<file path="config.mk">
export PLATFORM = sky130hd
export DESIGN_NAME = keypad_digit_scanner
export DESIGN_NICKNAME = d
export VERILOG_FILES = /design/src/rtl/keypad_pkg.sv /design/src/rtl/sync_2ff.sv /design/src/rtl/keypad_digit_scanner.sv
export SDC_FILE = /design/constraint.sdc
export NUM_CORES = 1
export LEC_CHECK = 0
export ABC_AREA = 1
export BUFFER_PORTS_ARGS = -buffer_cell sky130_fd_sc_hd__buf_2
export CORE_UTILIZATION = 59
export DETAILED_ROUTE_END_ITERATION = 12
export PLACE_DENSITY = 0.85
export SYNTH_ARGS = -nofsm -noshare
export SYNTH_HDL_FRONTEND = slang
export SYNTH_HIERARCHICAL = 1
export SYNTH_SLANG_ARGS = --single-unit
export TNS_END_PERCENT = 100
</file>
<file path="constraint.sdc">
create_clock -name CLK -period 1.8 [get_ports CLK]
set_input_delay 0.36 -clock CLK [delete_from_list [all_inputs] [get_ports CLK]]
set_output_delay 0.36 -clock CLK [all_outputs]
set_load 0.02 [all_outputs]
</file>
<file path="src/rtl/keypad_pkg.sv">
// Shared types, constants and key decode helpers for the keypad digit scanner.
package keypad_pkg;

  typedef enum logic [1:0] {
    SCAN       = 2'd0,
    PRESS_DB   = 2'd1,
    EMIT       = 2'd2,
    RELEASE_DB = 2'd3
  } state_e;

  localparam logic [1:0] KEY_DIGIT = 2'd0;
  localparam logic [1:0] KEY_CLEAR = 2'd1;
  localparam logic [1:0] KEY_ENTER = 2'd2;
  localparam logic [1:0] KEY_FUNC  = 2'd3;

  localparam logic [3:0] ROW_RESET = 4'b1110;

  typedef struct packed {
    logic [1:0] kind;
    logic [3:0] value;
  } key_info_t;

  // Row/column position to key class and value.
  function automatic key_info_t key_map(input logic [1:0] row, input logic [1:0] col);
    key_info_t k;
    k.kind  = KEY_DIGIT;
    k.value = 4'd0;
    case ({row, col})
      4'd0:  k.value = 4'd1;
      4'd1:  k.value = 4'd2;
      4'd2:  k.value = 4'd3;
      4'd3:  begin k.kind = KEY_FUNC;  k.value = 4'hA; end
      4'd4:  k.value = 4'd4;
      4'd5:  k.value = 4'd5;
      4'd6:  k.value = 4'd6;
      4'd7:  begin k.kind = KEY_FUNC;  k.value = 4'hB; end
      4'd8:  k.value = 4'd7;
      4'd9:  k.value = 4'd8;
      4'd10: k.value = 4'd9;
      4'd11: begin k.kind = KEY_FUNC;  k.value = 4'hC; end
      4'd12: begin k.kind = KEY_CLEAR; k.value = 4'hE; end
      4'd13: k.value = 4'd0;
      4'd14: begin k.kind = KEY_ENTER; k.value = 4'hF; end
      default: begin k.kind = KEY_FUNC; k.value = 4'hD; end
    endcase
    return k;
  endfunction

  // Index of the lowest active-low bit; 3 when none or only bit 3 is low.
  function automatic logic [1:0] lowest_low(input logic [3:0] v_n);
    logic [1:0] idx;
    if (!v_n[0])      idx = 2'd0;
    else if (!v_n[1]) idx = 2'd1;
    else if (!v_n[2]) idx = 2'd2;
    else              idx = 2'd3;
    return idx;
  endfunction

endpackage

</file>
<file path="src/rtl/sync_2ff.sv">
// Double-flop synchroniser for asynchronous inputs, with configurable reset value.
module sync_2ff #(
  parameter int unsigned      WIDTH     = 1,
  parameter logic [WIDTH-1:0] RESET_VAL = '0
) (
  input  logic             i_clk,
  input  logic             i_rst,
  input  logic [WIDTH-1:0] i_d,
  output logic [WIDTH-1:0] o_q
);

  logic [WIDTH-1:0] r_meta;
  logic [WIDTH-1:0] r_sync;

  // Two-stage capture to resolve metastability.
  always_ff @(posedge i_clk or posedge i_rst) begin
    if (i_rst) begin
      r_meta <= RESET_VAL;
      r_sync <= RESET_VAL;
    end else begin
      r_meta <= i_d;
      r_sync <= r_meta;
    end
  end

  assign o_q = r_sync;

endmodule

</file>
<file path="src/rtl/keypad_digit_scanner.sv">
// 4x4 keypad scanner: row drive, column debounce, one strobe per key press.
module keypad_digit_scanner
  import keypad_pkg::*;
#(
  parameter int unsigned SCAN_DIV       = 50000,
  parameter int unsigned DEBOUNCE_TICKS = 8
) (
  input  logic       CLK,
  input  logic       RESET,
  input  logic [3:0] KEY_COL_N,
  input  logic       Digit_accept,
  output logic [3:0] KEY_ROW_N,
  output logic [3:0] Digit_out,
  output logic       Digit_valid,
  output logic       Clear_pulse,
  output logic       Enter_pulse,
  output logic       Key_busy
);

  localparam int unsigned TICK_W = (SCAN_DIV > 2) ? $clog2(SCAN_DIV) : 1;
  localparam int unsigned DB_W   = $clog2(DEBOUNCE_TICKS + 1);
  localparam logic [TICK_W-1:0] TICK_LAST = TICK_W'(SCAN_DIV - 1);
  localparam logic [DB_W-1:0]   DB_DONE   = DB_W'(DEBOUNCE_TICKS);

  logic [3:0]        w_cols;
  logic [TICK_W-1:0] r_tick_cnt;
  logic              w_tick;

  state_e            r_state,    w_state_nxt;
  logic [3:0]        r_row_n,    w_row_nxt;
  logic [1:0]        r_cand_col, w_col_nxt;
  logic [DB_W-1:0]   r_db_cnt,   w_cnt_nxt;
  logic [3:0]        r_digit,    w_digit_nxt;
  logic              r_valid,    w_valid_nxt;
  logic              r_clear,    w_clear_nxt;
  logic              r_enter,    w_enter_nxt;
  logic              r_busy,     w_busy_nxt;

  logic [3:0]        w_row_adv;
  logic [DB_W-1:0]   w_db_inc;
  key_info_t         w_key;

  sync_2ff #(.WIDTH(4), .RESET_VAL(4'hF)) u_col_sync (
    .i_clk (CLK),
    .i_rst (RESET),
    .i_d   (KEY_COL_N),
    .o_q   (w_cols)
  );

  // Free-running scan tick divider.
  always_ff @(posedge CLK or posedge RESET) begin
    if (RESET)       r_tick_cnt <= '0;
    else if (w_tick) r_tick_cnt <= '0;
    else             r_tick_cnt <= r_tick_cnt + TICK_W'(1);
  end

  assign w_tick    = (r_tick_cnt == TICK_LAST);
  assign w_row_adv = {r_row_n[2:0], r_row_n[3]};
  assign w_db_inc  = r_db_cnt + DB_W'(1);
  assign w_key     = key_map(lowest_low(r_row_n), r_cand_col);

  // State and registered outputs.
  always_ff @(posedge CLK or posedge RESET) begin
    if (RESET) begin
      r_state    <= SCAN;
      r_row_n    <= ROW_RESET;
      r_cand_col <= 2'd0;
      r_db_cnt   <= '0;
      r_digit    <= 4'd0;
      r_valid    <= 1'b0;
      r_clear    <= 1'b0;
      r_enter    <= 1'b0;
      r_busy     <= 1'b0;
    end else begin
      r_state    <= w_state_nxt;
      r_row_n    <= w_row_nxt;
      r_cand_col <= w_col_nxt;
      r_db_cnt   <= w_cnt_nxt;
      r_digit    <= w_digit_nxt;
      r_valid    <= w_valid_nxt;
      r_clear    <= w_clear_nxt;
      r_enter    <= w_enter_nxt;
      r_busy     <= w_busy_nxt;
    end
  end

  // Next-state, row advance, debounce counting and strobe generation.
  always_comb begin
    w_state_nxt = r_state;
    w_row_nxt   = r_row_n;
    w_col_nxt   = r_cand_col;
    w_cnt_nxt   = r_db_cnt;
    w_digit_nxt = r_digit;
    w_valid_nxt = 1'b0;
    w_clear_nxt = 1'b0;
    w_enter_nxt = 1'b0;

    case (r_state)
      SCAN: begin
        if (w_tick) begin
          if (w_cols != 4'hF) begin
            w_col_nxt   = lowest_low(w_cols);
            w_cnt_nxt   = '0;
            w_state_nxt = PRESS_DB;
          end else begin
            w_row_nxt = w_row_adv;
          end
        end
      end
      PRESS_DB: begin
        if (w_tick) begin
          if (!w_cols[r_cand_col]) begin
            w_cnt_nxt = w_db_inc;
            if (w_db_inc == DB_DONE) w_state_nxt = EMIT;
          end else begin
            w_state_nxt = SCAN;
            w_row_nxt   = w_row_adv;
          end
        end
      end
      EMIT: begin
        case (w_key.kind)
          KEY_DIGIT: begin
            if (Digit_accept) begin
              w_valid_nxt = 1'b1;
              w_digit_nxt = w_key.value;
            end
          end
          KEY_CLEAR: w_clear_nxt = 1'b1;
          KEY_ENTER: w_enter_nxt = 1'b1;
          default:   ;
        endcase
        w_cnt_nxt   = '0;
        w_state_nxt = RELEASE_DB;
      end
      RELEASE_DB: begin
        if (w_tick) begin
          if (w_cols == 4'hF) begin
            w_cnt_nxt = w_db_inc;
            if (w_db_inc == DB_DONE) begin
              w_state_nxt = SCAN;
              w_row_nxt   = w_row_adv;
            end
          end else begin
            w_cnt_nxt = '0;
          end
        end
      end
      default: w_state_nxt = SCAN;
    endcase

    w_busy_nxt = (w_state_nxt != SCAN);
  end

  assign KEY_ROW_N   = r_row_n;
  assign Digit_out   = r_digit;
  assign Digit_valid = r_valid;
  assign Clear_pulse = r_clear;
  assign Enter_pulse = r_enter;
  assign Key_busy    = r_busy;

endmodule

</file>
==> results of run 1 <==
==> critical path, cell delays in order, from the launching register on <==
cell,delay (ns)
dfrtp_1,0.46
inv_1,0.12
ha_1,0.26
inv_1,0.10
nand3_1,0.14
a22oi_4,0.24
nand3_2,0.14
nand2_1,0.09
nand2_1,0.05
==> metrics by stage <==
| step | power (W) | worst slack [ns] | instances | utilization (%) | hold slack (ns) |
|---|---|---|---|---|---|
| 2_1_floorplan | 0.00105 | 0.295 | 302 | - | 0.345 |
| 3_5_place_dp | 0.00107 | 0.103 | 371 | 65.1 | 0.353 |
| 5_1_grt | 0.00185 | 0.00361 | 379 | 68.0 | 0.149 |
| 3_3_place_gp | 0.00106 | 0.184 | 371 | 65.1 | 0.346 |
| 6_report | 0.00179 | 0.115 | 379 | 68.0 | 0.157 |
| 4_1_cts | 0.00180 | 0.0881 | 379 | 67.8 | 0.149 |
==> layout make-up <==
| cell class | instances | area share (%) |
|---|---|---|
| clock buffer | 5 | 2.53 |
| multi-input combinational | 211 | 42.4 |
| sequential | 44 | 41.0 |
| tap | 50 | 2.30 |
| clock inverter | 3 | 1.56 |
| timing repair buffer | 20 | 3.86 |
| inverter | 46 | 6.35 |
==> report_power, final <==
group | internal [W] | switching [W]
registers | 0.00100 | 0.00000447
logic | 0.00000903 | 0.0000267
clock network | 0.000410 | 0.000335
total | 0.00142 | 0.000366
==> cell usage in the layout, fill, tap and decap left out, types with 2 or more instances in the layout <==
master,n
xor2_1,5
a21oi_2,2
a21oi_1,6
dfrtp_1,32
o21ai_1,6
buf_2,18
ha_1,6
a31oi_1,2
inv_2,5
nand2_1,77
nor2_4,3
nand3_1,18
buf_4,2
xnor2_1,2
nand2_2,3
nor2_2,10
nand4_1,7
dfstp_2,11
o21ai_0,14
nor3_1,4
inv_1,41
nor4_1,3
clkbuf_8,5
nor2_1,28
nand3_2,6
==> routing by layer <==
layer / share of wire, % / global-route usage (%)
met5: 0 / 0
met4: 2.6 / 10.4
met3: 5.7 / 6.21
met2: 49 / 43.0
met1: 43 / 32.6
==> state kept, by name (all words and copies together) (netlist names) <==
signal             flops
Clear_pulse            1
Digit_out              4
Digit_valid            1
Enter_pulse            1
KEY_ROW_N              4
Key_busy               1
r_cand_col             2
r_db_cnt               4
r_state                2
r_tick_cnt            16
u_col_sync/o_q         4
u_col_sync/r_meta      4
==> worst max-delay path by stage <==
stage	slack (ns)	to	startpoint	cells past startpoint
final	0.11	KEY_ROW_N[0]	r_state[0]	8
after global routing	0.004	Key_busy	r_tick_cnt[0]	10
after CTS	0.09	Key_busy	r_tick_cnt[0]	10
after detailed placement	0.10	Key_busy	r_tick_cnt[0]	10
after global placement	0.18	Key_busy	r_tick_cnt[0]	10
after floorplan	0.29	Key_busy	r_tick_cnt[0]	10
==> cells by family after synthesis <==
logic type,Yosys count,share of synthesized area (%)
AO/OA/AOI/OAI,35,8.95
XOR/XNOR,7,2.51
AND/OR/NAND/NOR,162,31.9
adder cells (fa/ha/maj),7,3.58
buffers and inverters,47,7.52
flip-flops,44,45.6
==> timing repair <==
action                     4_1_cts  5_1_grt
setup endpoints to repair        0        4
resized for setup                0        3
hold buffers                     0        0
==> results.cfg, run 1 <==
[logic_synthesis]
synth_area_per_cell_um2 = 8.10
yosysTopAreaCell = dfrtp_1
yosysMostFrequentCell = nand2_1
synth_area_um2 = 2450
synth_common_cells = nand2_1, inv_1, dfrtp_1, nor2_1, nand3_1
ys.warnings.count = 6
synth.distinct_cells = 31
synthArstFlopShare_pct = 100
synth-edff-count = 0
ys_seq_area_share_pct = 45.6
syn_inst = 302
synth_flop_cell = dfrtp_1
netlist_top_cells_area = dfrtp_1, dfstp_2, nand2_1
synth_top_area_share_pct = 33.8
synth_fp_nets = 316
ys_seq_elements = 44

[sta]
worst_slew_pin_slew_ns = 0.450
final.setup_skew_ns = 0.00832
max_freq_mhz = 593
fin_crit_ns = 1.69
slew_violations = 0
rsz0062_at_grt = no
finalHoldViolations = 0
tns_ns = 0
setup_violations = 0
finalCritPeriodShare_pct = 93.6
slew-limit-headroom_pct = 69.7

[clocking]
htree_levels = 2
path_clk_slew_ns = 0.09
cts_num_sinks = 44
clock_path_buffers = 2
cts-root-buf = clkbuf_8
clkLatencyLatePin_ns = 0.30
cts_made_buffers = 5
cts_tree = built
post_cts.repair.setup_buffers = 0

[final_layout]
diodes = 0
stdcell_area_um2 = 2720
syn_to_final_growth_pct = 11.2
nets = 342
multi_input_area_um2 = 1150
fill_cells = 321
drive_above_1_share_pct = 22.5
register_area_um2 = 1120

[route]
drt-total-wl_um = 5040
first_pass_iters = 4
drt_iter0_drc = 193
vias = 2050
wl_per_cell_um = 13.3
routed_via_density = 5.41
drc_errors = 0
ant_nets = 0

[place]
gp_congestion = 0.937
io_buffers = 18
dpl.hpwl_um = 3660
post_dp_cell_area_um2 = 2600

[setup_path]
r2r_cells = 8
startpoint_type = register
worstPathArrival_ns = 1.88
crit_fanout = 5
r2r-start = r_state[0]
cp.required_ns = 2.00
path_class = register to register
r2r-end = KEY_ROW_N[0]
reg2reg_slack_ns = 0.11
cp-end-kind = register

[grt]
grt_max_degree = 37
track_usage_pct = 26.0
antenna_found_initial = 0
grt_pass1_wl_um = 8460
grt_pass1_vias = 1904
grt_remaining_overflow = 0

[floorplanning]
die_h_um = 66.4
die_w_um = 66.4
start_util_pct = 61.2
die_area_um2 = 4410
ioPinCount = 19
core.rowCount = 23
core_um2 = 4000

[power]
p_leak_nw = 1.33
ir_drop_mv = 0.502
powerDensity_nw_per_um2 = 658

[run_status]
status = completed

[run]
maxCapViolCount = 0

[worst_hold_path]
worst_hold_path_type = input port to async pin
Note: power is estimated with default switching activity, not from simulation.
==> run 2: changes to the inputs <==
--- a/config.mk
+++ b/config.mk
@@ -7,9 +7,10 @@
 export LEC_CHECK = 0
 export ABC_AREA = 1
 export BUFFER_PORTS_ARGS = -buffer_cell sky130_fd_sc_hd__buf_2
-export CORE_UTILIZATION = 59
+export CORE_UTILIZATION = 55
+export CTS_CLUSTER_SIZE = 8
 export DETAILED_ROUTE_END_ITERATION = 12
-export PLACE_DENSITY = 0.85
+export PLACE_DENSITY = 0.74
 export SYNTH_ARGS = -nofsm -noshare
 export SYNTH_HDL_FRONTEND = slang
 export SYNTH_HIERARCHICAL = 1
==> run 2 against run 1 <==
Compared with the run above:
- final cell count up 1.1%
- sequential power about the same
- global-route usage down 2.6 points
- clock-buffer cell count up 2
- core utilization down 2.1 points
- critical endpoint unchanged
- first-iteration DRC count down 6.2%
- total power down 5.1%
- critical path depth unchanged
- hold slack worse by 0.016 ns
- via count down 3.4%
- clock power down 12%
- register-to-register slack worse by 0.02 ns
==> results.cfg, run 2 (synthesized netlist as in run 1, its figures left out) <==
[run_status]
status = completed

[floorplanning]
core_um2 = 4140
die_h_um = 68.7
die_w_um = 68.7
die_area_um2 = 4720
core.rowCount = 23
ioPinCount = 19
start_util_pct = 59.0

[final_layout]
layout_commonest_cell = nand2_1
syn_to_final_growth_pct = 11.7
nets = 346
diodes = 0
layout_common_cells = nand2_1, inv_1, dfrtp_1
stdcell_area_um2 = 2730
largest_register = r_tick_cnt
largest_reg_flops = 16
drive_above_1_share_pct = 22.8

[clocking]
clock_path_buffers = 2
cts-root-buf = clkbuf_8
hold_buffers = 0
path_clk_slew_ns = 0.09
htree_levels = 2
cts_made_buffers = 5
clkLatencyLatePin_ns = 0.31
cts_tree = built
cts_num_sinks = 44

[power]
p_comb_share_pct = 2.1
switching_share_pct = 21.9
seq_power_share_pct = 59.4
p_int_w = 0.00133
powerDensity_nw_per_um2 = 621
p_sw_w = 0.000372
clockPowerShare_pct = 38.5
ir_drop_mv = 0.588
p_leak_nw = 1.35

[grt]
grt_pass1_wl_um = 7910
antenna_found_initial = 0
grt_pass1_vias = 1791
grt_max_degree = 37
grt_remaining_overflow = 0
track_usage_pct = 23.4

[setup_path]
crit_fanout = 5
cp.required_ns = 2.00
reg2reg_slack_ns = 0.1
worstPathArrival_ns = 1.90
max_stage_delay_ns = 0.44
path_class = register to register
worst_path_max_delay_cell = dfrtp_1
cp-end-kind = register
startpoint_type = register
crit_chain = inv_1 -> ha_1 -> inv_1 -> nand3_1 -> a22oi_4 -> nand3_2 -> nand2_1 -> nand2_1

[route]
wl_met2_um = 2130
highest_layer = met4
vias = 1980
wl_met3_um = 228
routed_via_density = 5.17
drt-total-wl_um = 4840
drt_iter0_drc = 181
wl_per_cell_um = 12.6
m1WireLength_um = 2370
drc_errors = 0
ant_nets = 0
first_pass_iters = 4

[sta]
slew_violations = 0
tns_ns = 0
slew-limit-headroom_pct = 70.1
setup_violations = 0
finalCritPeriodShare_pct = 94.6
worst_slew_pin_slew_ns = 0.448
max_freq_mhz = 587
fin_crit_ns = 1.70
final.setup_skew_ns = 0.00932
finalHoldViolations = 0
rsz0062_at_grt = no

[run]
maxCapViolCount = 0

[place]
dpl.hpwl_um = 3590
io_buffers = 18
gp_congestion = 0.965
post_dp_cell_area_um2 = 2620

[worst_hold_path]
worst_hold_path_type = input port to async pin
[run 2: worst max-delay path: cells and delay by family, from the launching register on]
kind,cells,cell delay [ns]
fa+ha+maj,1,0.26
flops,1,0.44
buf+inv,2,0.24
compound gates,1,0.24
simple gates,4,0.40
[run 2: final timing paths]
| path | from | depth (start not counted) | end |
|---|---|---|---|
| max | r_state[1] | 8 | KEY_ROW_N[0] |
| min | RESET | 3 | r_state[1] |
| max reg2reg | r_state[1] | 8 | KEY_ROW_N[0] |
| min reg2reg | u_col_sync/r_meta[2] | 0 | u_col_sync/o_q[2] |
| max in group asynchronous | RESET | 3 | KEY_ROW_N[3] |
| min in group CLK | KEY_COL_N[3] | 1 | u_col_sync/r_meta[3] |
[run 2: timing repair]
item / CTS / global route
hold endpoints to repair: 0 / 0
setup buffers: 0 / 2
gates resized for setup: 0 / 2
endpoints found under the setup margin: 0 / 5
[run 2: metal layers]
| layer | GRT usage [%] | vias up |
|---|---|---|
| met3 | 4.93 | 11 |
| met5 | 0 | - |
| met1 | 32.0 | 889 |
| li1 | - | 1029 |
| met4 | 11.5 | 0 |
| met2 | 34.9 | 51 |
[run 2: area by class of cell]
type	count	area, um^2
clock buffer	7	86.3
clock inverter	1	7.51
fill	359	1410
inverter	46	173
multi-input combinational	211	1150
sequential	44	1110
tap	50	62.6
timing repair buffer	24	135
[run 2: power groups by stage]
| stage | Combinational, W | Sequential, W | Clock (W) |
|---|---|---|---|
| 6_report | 0.0000358 | 0.00101 | 0.000653 |
| 5_1_grt | 0.0000430 | 0.00101 | 0.000709 |
| 4_1_cts | 0.0000379 | 0.00101 | 0.000666 |
| 3_5_place_dp | 0.0000377 | 0.00103 | 0 |
| 3_3_place_gp | 0.0000374 | 0.00103 | 0 |
| 2_1_floorplan | 0.0000219 | 0.00103 | 0 |
[run 2: through the flow]
step           hold WS (ns)  worst slack (ns)  power [W]  instances  utilization [%]
3_5_place_dp          0.347            0.0971    0.00107        373             63.2
2_1_floorplan         0.345             0.295    0.00105        302                -
4_1_cts               0.139            0.0826    0.00171        381             65.4
5_1_grt               0.135           0.00636    0.00176        383             65.9
6_report              0.141            0.0978    0.00170        383             65.9
3_3_place_gp          0.345             0.178    0.00106        373             63.2
